[src/rtl/fifo_rd_ctrl.sv]
// Read-side controller of the async FIFO: read pointer, empty flag, memory read port and a
// 2-entry output skid buffer. Optional macro RD_LEVEL_EN adds the registered rlevel output.
module fifo_rd_ctrl #(
    parameter int DATA_WIDTH = 8,
    parameter int ADDR       = 6
) (
    input  logic                  rclk,
    input  logic                  rrst_n,
    input  logic [ADDR:0]         rq2_wptr,
    input  logic [DATA_WIDTH-1:0] rdata,
    output logic [ADDR-1:0]       raddr,
    output logic                  rclken,
    output logic [ADDR:0]         rptr,
    output logic                  rempty,
    output logic [DATA_WIDTH-1:0] dout,
    output logic                  dout_valid,
    input  logic                  dout_ready
`ifdef RD_LEVEL_EN
    ,
    output logic [ADDR:0]         rlevel
`endif
);

    // Stream handshake: a word transfers on every rising edge where dout_valid and
    // dout_ready are both high; dout_valid never depends on dout_ready and dout holds
    // steady while the consumer stalls.

    logic [ADDR:0]         rbin_q, rbin_d;
    logic [ADDR:0]         rptr_q, rptr_d;
    logic                  rempty_q, rempty_d;
    logic                  inflight_q, inflight_d;
    logic [1:0]            buf_count_q, buf_count_d;
    logic [DATA_WIDTH-1:0] buf0_q, buf0_d;
    logic [DATA_WIDTH-1:0] buf1_q, buf1_d;

    logic                  pop;
    logic [2:0]            occupancy;
    logic [1:0]            count_after_pop;

    assign pop        = (buf_count_q != 2'd0) && dout_ready;
    assign dout       = buf0_q;
    assign dout_valid = (buf_count_q != 2'd0);
    assign raddr      = rbin_q[ADDR-1:0];
    assign rptr       = rptr_q;
    assign rempty     = rempty_q;

    // Words already owned by the read side after this cycle's pop; issuing only below 2
    // guarantees a free buffer slot for every word that comes back from memory.
    assign occupancy       = {1'b0, buf_count_q} + {2'b00, inflight_q} - {2'b00, pop};
    assign count_after_pop = buf_count_q - {1'b0, pop};

    always_comb begin
        rclken     = !rempty_q && (occupancy < 3'd2);
        rbin_d     = rbin_q + {{ADDR{1'b0}}, rclken};
        rptr_d     = (rbin_d >> 1) ^ rbin_d;
        rempty_d   = (rptr_d == rq2_wptr);
        inflight_d = rclken;
    end

    // Head is always buf0: a pop shifts buf1 forward, then the returning word lands in
    // the first free slot behind whatever remains.
    always_comb begin
        buf0_d      = buf0_q;
        buf1_d      = buf1_q;
        buf_count_d = count_after_pop + {1'b0, inflight_q};
        if (pop) begin
            buf0_d = buf1_q;
        end
        if (inflight_q) begin
            if (count_after_pop == 2'd0) begin
                buf0_d = rdata;
            end else begin
                buf1_d = rdata;
            end
        end
    end

    always_ff @(posedge rclk or negedge rrst_n) begin
        if (!rrst_n) begin
            rbin_q      <= '0;
            rptr_q      <= '0;
            rempty_q    <= 1'b1;
            inflight_q  <= 1'b0;
            buf_count_q <= 2'd0;
            buf0_q      <= '0;
            buf1_q      <= '0;
        end else begin
            rbin_q      <= rbin_d;
            rptr_q      <= rptr_d;
            rempty_q    <= rempty_d;
            inflight_q  <= inflight_d;
            buf_count_q <= buf_count_d;
            buf0_q      <= buf0_d;
            buf1_q      <= buf1_d;
        end
    end

`ifdef RD_LEVEL_EN
    logic [ADDR:0] wbin;
    logic [ADDR:0] rlevel_q, rlevel_d;

    always_comb begin
        wbin[ADDR] = rq2_wptr[ADDR];
        for (int i = ADDR - 1; i >= 0; i--) begin
            wbin[i] = wbin[i+1] ^ rq2_wptr[i];
        end
        rlevel_d = wbin - rbin_d;
    end

    always_ff @(posedge rclk or negedge rrst_n) begin
        if (!rrst_n) begin
            rlevel_q <= '0;
        end else begin
            rlevel_q <= rlevel_d;
        end
    end

    assign rlevel = rlevel_q;
`endif

endmodule

[config.mk]
export PLATFORM = sky130hd
export DESIGN_NAME = fifo_rd_ctrl
export DESIGN_NICKNAME = d
export VERILOG_FILES = /design/src/rtl/fifo_rd_ctrl.sv
export SDC_FILE = /design/constraint.sdc
export NUM_CORES = 1
export LEC_CHECK = 0
export ABC_AREA = 0
export CAP_MARGIN = 10
export CORE_MARGIN = 2
export CORE_UTILIZATION = 48
export CTS_CLUSTER_SIZE = 30
export DETAILED_ROUTE_END_ITERATION = 6
export GPL_ROUTABILITY_DRIVEN = 0
export HOLD_SLACK_MARGIN = 0.1
export PLACE_DENSITY = 0.84
export SLEW_MARGIN = 20
export SYNTH_ARGS = -nofsm -noshare
export SYNTH_HDL_FRONTEND = slang
export SYNTH_SLANG_ARGS = --single-unit
[constraint.sdc]
create_clock -name rclk -period 4.1 [get_ports rclk]
set_input_delay 0.615 -clock rclk [delete_from_list [all_inputs] [get_ports rclk]]
set_output_delay 0.615 -clock rclk [all_outputs]
set_load 0.03 [all_outputs]
Word-level counts from Yosys, hierarchy flattened --
Cells that the tools add are included.
Word-level totals: bits in registers 34, input bits 18, output and inout port bits 24, word-level logic and storage cells 25
Operators by class: $add $sub $neg 5, $lt $le $gt $ge 1, equality and inequality tests 1, multiplexer cells 3, bitwise logic cells 2, reduce and logical (&&, ||, !) cells 6
Operator list (count):
- two-way mux 8 bit | 3
- adder 7 x 1 -> 7 bit | 1
- equality test 7 bit | 1
- bitwise XOR 6 x 7 -> 7 bit | 1
- adder 2 x 1 -> 3 bit | 1
- < comparator 3 x 2 -> 1 bit, second input constant | 1
- subtractor 3 x 1 -> 3 bit | 1
- adder 2 x 1 -> 2 bit | 1
- logical AND 1 bit | 2
- zero test 2 bit | 1
- AND reduction 2 bit | 1
- nonzero test 2 bit | 1
- subtractor 2 x 1 -> 2 bit | 1
- zero test 1 bit | 1
- inverter 1 bit | 1

Logic depth before layout (Yosys ltp) --
depth in word-level cells 8, gate-level depth with buffers 15, depth with buffers taken out 13

Worst setup path after synthesis --
OpenSTA, ideal clock, no wires.
path type input-to-reg, from in dout_ready, to reg rempty_q (netlist: rempty), library setup time 101 ps, arrival time 4063 ps, required time 3999 ps, setup slack -64 ps, cell stages on the path 15, buffers on the path 2, cells stage by stage o21ai_2 buf_6 mux2i_2 nand2_1 fa_1 xor2_1 nor3b_1 ha_1 ha_1 buf_4 xor2_4 xor2_1 and3_1 o211ai_1 nor4b_1
Between the ends: longest elaborated chain between the ends 7
RTL lines:
- start: declaration | RTL line 17 | input logic dout_ready
- logical AND 1 bit | RTL line 40 | assign pop = (buf_count_q != 2'd0) && dout_ready;
- subtractor 3 x 1 -> 3 bit | RTL line 49 | assign occupancy = {1'b0, buf_count_q} + {2'b00, inflight_q} - {2'b00, pop};
- < comparator 3 x 2 -> 1 bit | RTL line 53 | rclken = !rempty_q && (occupancy < 3'd2);
- logical AND 1 bit | RTL line 53
- named net rclken | RTL line 12 | output logic rclken,
- adder 7 x 1 -> 7 bit | RTL line 54 | rbin_d = rbin_q + {{ADDR{1'b0}}, rclken};
- named net rbin_d[2] | RTL line 28 | logic [ADDR:0] rbin_q, rbin_d;
- bitwise XOR 6 x 7 -> 7 bit | RTL line 55 | rptr_d = (rbin_d >> 1) ^ rbin_d;
- equality test 7 bit | RTL line 56 | rempty_d = (rptr_d == rq2_wptr);
- named net rempty_d | RTL line 30 | logic rempty_q, rempty_d;
- end signal: assignment | RTL line 90 | rempty_q <= rempty_d;
- end: declaration | RTL line 30
The timed path passes the listed nets, and every way through them passes these cells. A chain may end at the register's enable or synchronous reset.

Worst setup path in the final report --
from in dout_ready, to reg rempty_q (netlist: rempty)
Between the ends: longest elaborated chain between the ends 7
RTL lines (RTL line):
- logical AND 1 bit | 40
- subtractor 3 x 1 -> 3 bit | 49
- < comparator 3 x 2 -> 1 bit | 53
- logical AND 1 bit | 53
- adder 7 x 1 -> 7 bit | 54
- bitwise XOR 6 x 7 -> 7 bit | 55
- equality test 7 bit | 56
- named net rempty_d | 30
The timed path passes the listed nets, and every way through them passes these cells.

==> qor.yml <==
detailed_routing:
  drtIter0Drc: 36
  wirelength_mm: 3.32
  antenna_left: 0
  drt_pre_antenna_iters: 4
  num_vias: 1173
  wl_per_cell_um: 14.5
  vias_per_cell: 5.14
  drc_errors: 0
synth:
  syn_avg_cell_area_sq_um: 12.2
  ys_warn_count: 0
  netlist_top_cells_area: "dfrtp_1 (48%), xor2_1 (6.8%), mux2_2 (5.4%), mux2i_1 (4.8%), xnor2_1 (4.2%)"
  yosysSeqAreaShare_pct: 49.4
  yosys.area.top_type: "dfrtp_1"
  yosysTopAreaCellShare_pct: 47.9
  synth_edf_count: 0
  ys_seq_elements: 33
  syn_inst: 137
  syn-cell-area_sq_um: 1670
  yosysUniqueCellTypes: 35
  ys.flop_type: "dfrtp_1"
  async_reset_ff_share_pct: 100
  syn_nets: 160
critical_path:
  critPathMaxFanout: 10
  crit_arrival_ps: 3930
  cp.required_ps: 4360
  crit_path_start_kind: "primary input"
  endpoint_kind: "flop"
  path_class: "primary input to flop"
clock_network:
  hold_buffers: 0
  clk_latency_ps: 350
  cts-buffers-inserted: 5
  cts_max_path_buffers: 2
  cts_root_buf: "clkbuf_4"
  htree_levels: 2
  cts_tree: "done"
  cts_sinks: 33
  post_cts_resized: 0
  clk_pin_slew_ps: 100
  cts_setup_buffers: 0
pwr:
  p_int_mw: 1.20
  powerDensity_nw_per_um2: 926
  p_comb_share_pct: 54.9
  cellLeakagePower_nw: 1.00
  switchingPower_mw: 0.848
  ir_worst_vdd_v: 0.000609
  swShare_pct: 41.4
  p_clk_share_pct: 14.8
  pwr-share-seq_pct: 30.3
  power_mw: 2.05
floorplan:
  start_util_pct: 50.1
  core_sq_um: 3340
  die_area_sq_um: 3970
  rows: 21
  dieWidth_um: 63.0
  io-pin-count: 42
  die_h_um: 63.0
sta:
  drv_slew: 0
  fin_worst_skew_ps: 10.2
  setup_viol: 0
  rsz0062_at_grt: "no"
  relSlewSlack_pct: 62.3
  setup_tns_ps: 0
  min_period_ps: 3670
  worst_pin_slew_ps: 566
  timing.final.hold_violations: 0
  fmax_mhz: 273
  period_share_pct: 89.4
finish:
  num_antenna_cells: 0
  drive_above_1_share_pct: 15.4
  nNetsFinal: 204
  area_delta_synth_final_pct: 32.3
job:
  drv_cap: 0
global_route:
  grtUsageMet3_pct: 7.39
  grt_first_pass_wirelength_mm: 5.68
  use_met2_pct: 31.1
  grt_busiest_layer: "met2"
  met1_usage_pct: 21.1
  grt_pass1_vias: 1272
  grt_max_degree: 34
  grt_overflow: 0
  grt_util_all_layers_pct: 18.8
  grt_antenna_before_repair: 0
placement:
  port_buffers: 41
  hpwl_mm: 2.37
worst_hold_path:
  hp-class: "flop to flop"
outcome:
  outcome: "completed"
cell usage in the layout (no fill, tap or decap):
cell / n
clkdlybuf4s50_1: 41
dfrtp_1: 32
xor2_1: 13
a21oi_1: 11
nor2_1: 10
mux2i_1: 8
xnor2_1: 8
mux2_2: 8
nand2_1: 5
clkbuf_4: 5
ha_1: 4
buf_4: 4
nand3_1: 3
and3_1: 3
o21ai_2: 2
or2_2: 2
inv_1: 2
nor3_1: 2
xnor3_1: 2
bufinv_16: 2
mux2i_2: 1
or3b_1: 1
nor3b_2: 1
and4b_1: 1
o22ai_1: 1
nand4_1: 1
a311oi_1: 1
a21boi_0: 1
or3_1: 1
xor2_4: 1
o211ai_1: 1
nor4b_1: 1
fa_1: 1
clkinv_2: 1
dfstp_2: 1
sequential cells by signal, summed over array words and instances (netlist names):
| signal | flops |
|---|---|
| buf1_q | 8 |
| dout | 8 |
| rbin_q | 7 |
| rptr | 6 |
| buf_count_q | 2 |
| inflight_q | 1 |
| rempty | 1 |
Yosys cell counts (all sizes together) (2+ instances only):
library cell  number
a21oi             11
and3               3
buf                6
clkbuf             2
dfrtp             32
ha                 4
inv                2
mux2               8
mux2i              9
nand2              5
nand3              3
nor2              10
nor3               2
o21ai              2
or2                2
xnor2              8
xnor3              2
xor2              14
power groups by stage:
stage	registers, mW	logic [mW]	clock network [mW]
floorplan	0.757	0.652	0
global placement	0.614	1.10	0
detailed placement	0.628	1.13	0
CTS	0.622	1.14	0.310
global route	0.642	1.22	0.327
finish	0.620	1.13	0.303
through the flow:
stage	utilization [%]	setup slack, ps	instance area [sq um]	hold slack (ps)	cells
detailed placement	63.3	71.5	2110	499	220
CTS	66.3	428	2210	521	228
floorplan	-	313	1680	319	137
finish	66.3	434	2210	521	228
global route	66.3	66.7	2210	536	228
global placement	63.3	197	2110	486	220
final timing paths:
check	from	to	slack, ps	cells after the start
worst max-delay path	dout_ready	rempty	430	15
worst min-delay path	buf1_q[2]	buf1_q[2]	520	1
worst max register to register	buf_count_q[1]	rempty	710	14
worst min register to register	buf1_q[2]	buf1_q[2]	520	1
max in group asynchronous	rrst_n	rempty	3110	2
min in group asynchronous	rrst_n	buf1_q[1]	670	2
layout make-up:
class	count	area [sq um]
multi-input combinational	94	778
clock inverter	3	65.1
timing repair buffer	45	440
clock buffer	5	37.5
sequential	33	827
fill	270	1120
inverter	2	7.51
tap	46	57.6
per-layer routing:
layer	part of all wire, %	vias up
met2	50	39
met5	0	-
met1	41	567
met4	2.2	0
met3	7.0	7
li1	-	560
worst max-delay path: stages:
cell and delay (ps):
clkdlybuf4s50_1 510, o21ai_2 90, mux2i_2 190, nand2_1 90
fa_1 380, xor2_1 160, nor3b_2 250, ha_1 270
ha_1 180, buf_4 190, nand2_1 80, a21boi_0 230
or3_1 180, xnor3_1 230, nor4b_1 290
cells by family (layout without fill, tap and decap cells):
logic type	after synthesis	after routing	share of synthesized area [%]
flip-flops	33	33	49.4
XOR/XNOR	24	24	15.3
buffers and inverters	10	55	4.34
multiplexers	17	17	11.0
adder cells (fa/ha/maj)	5	5	4.19
AND/OR/NAND/NOR	31	31	9.57
AO/OA/AOI/OAI	17	17	6.13
Note: power is estimated with default switching activity, not from simulation.
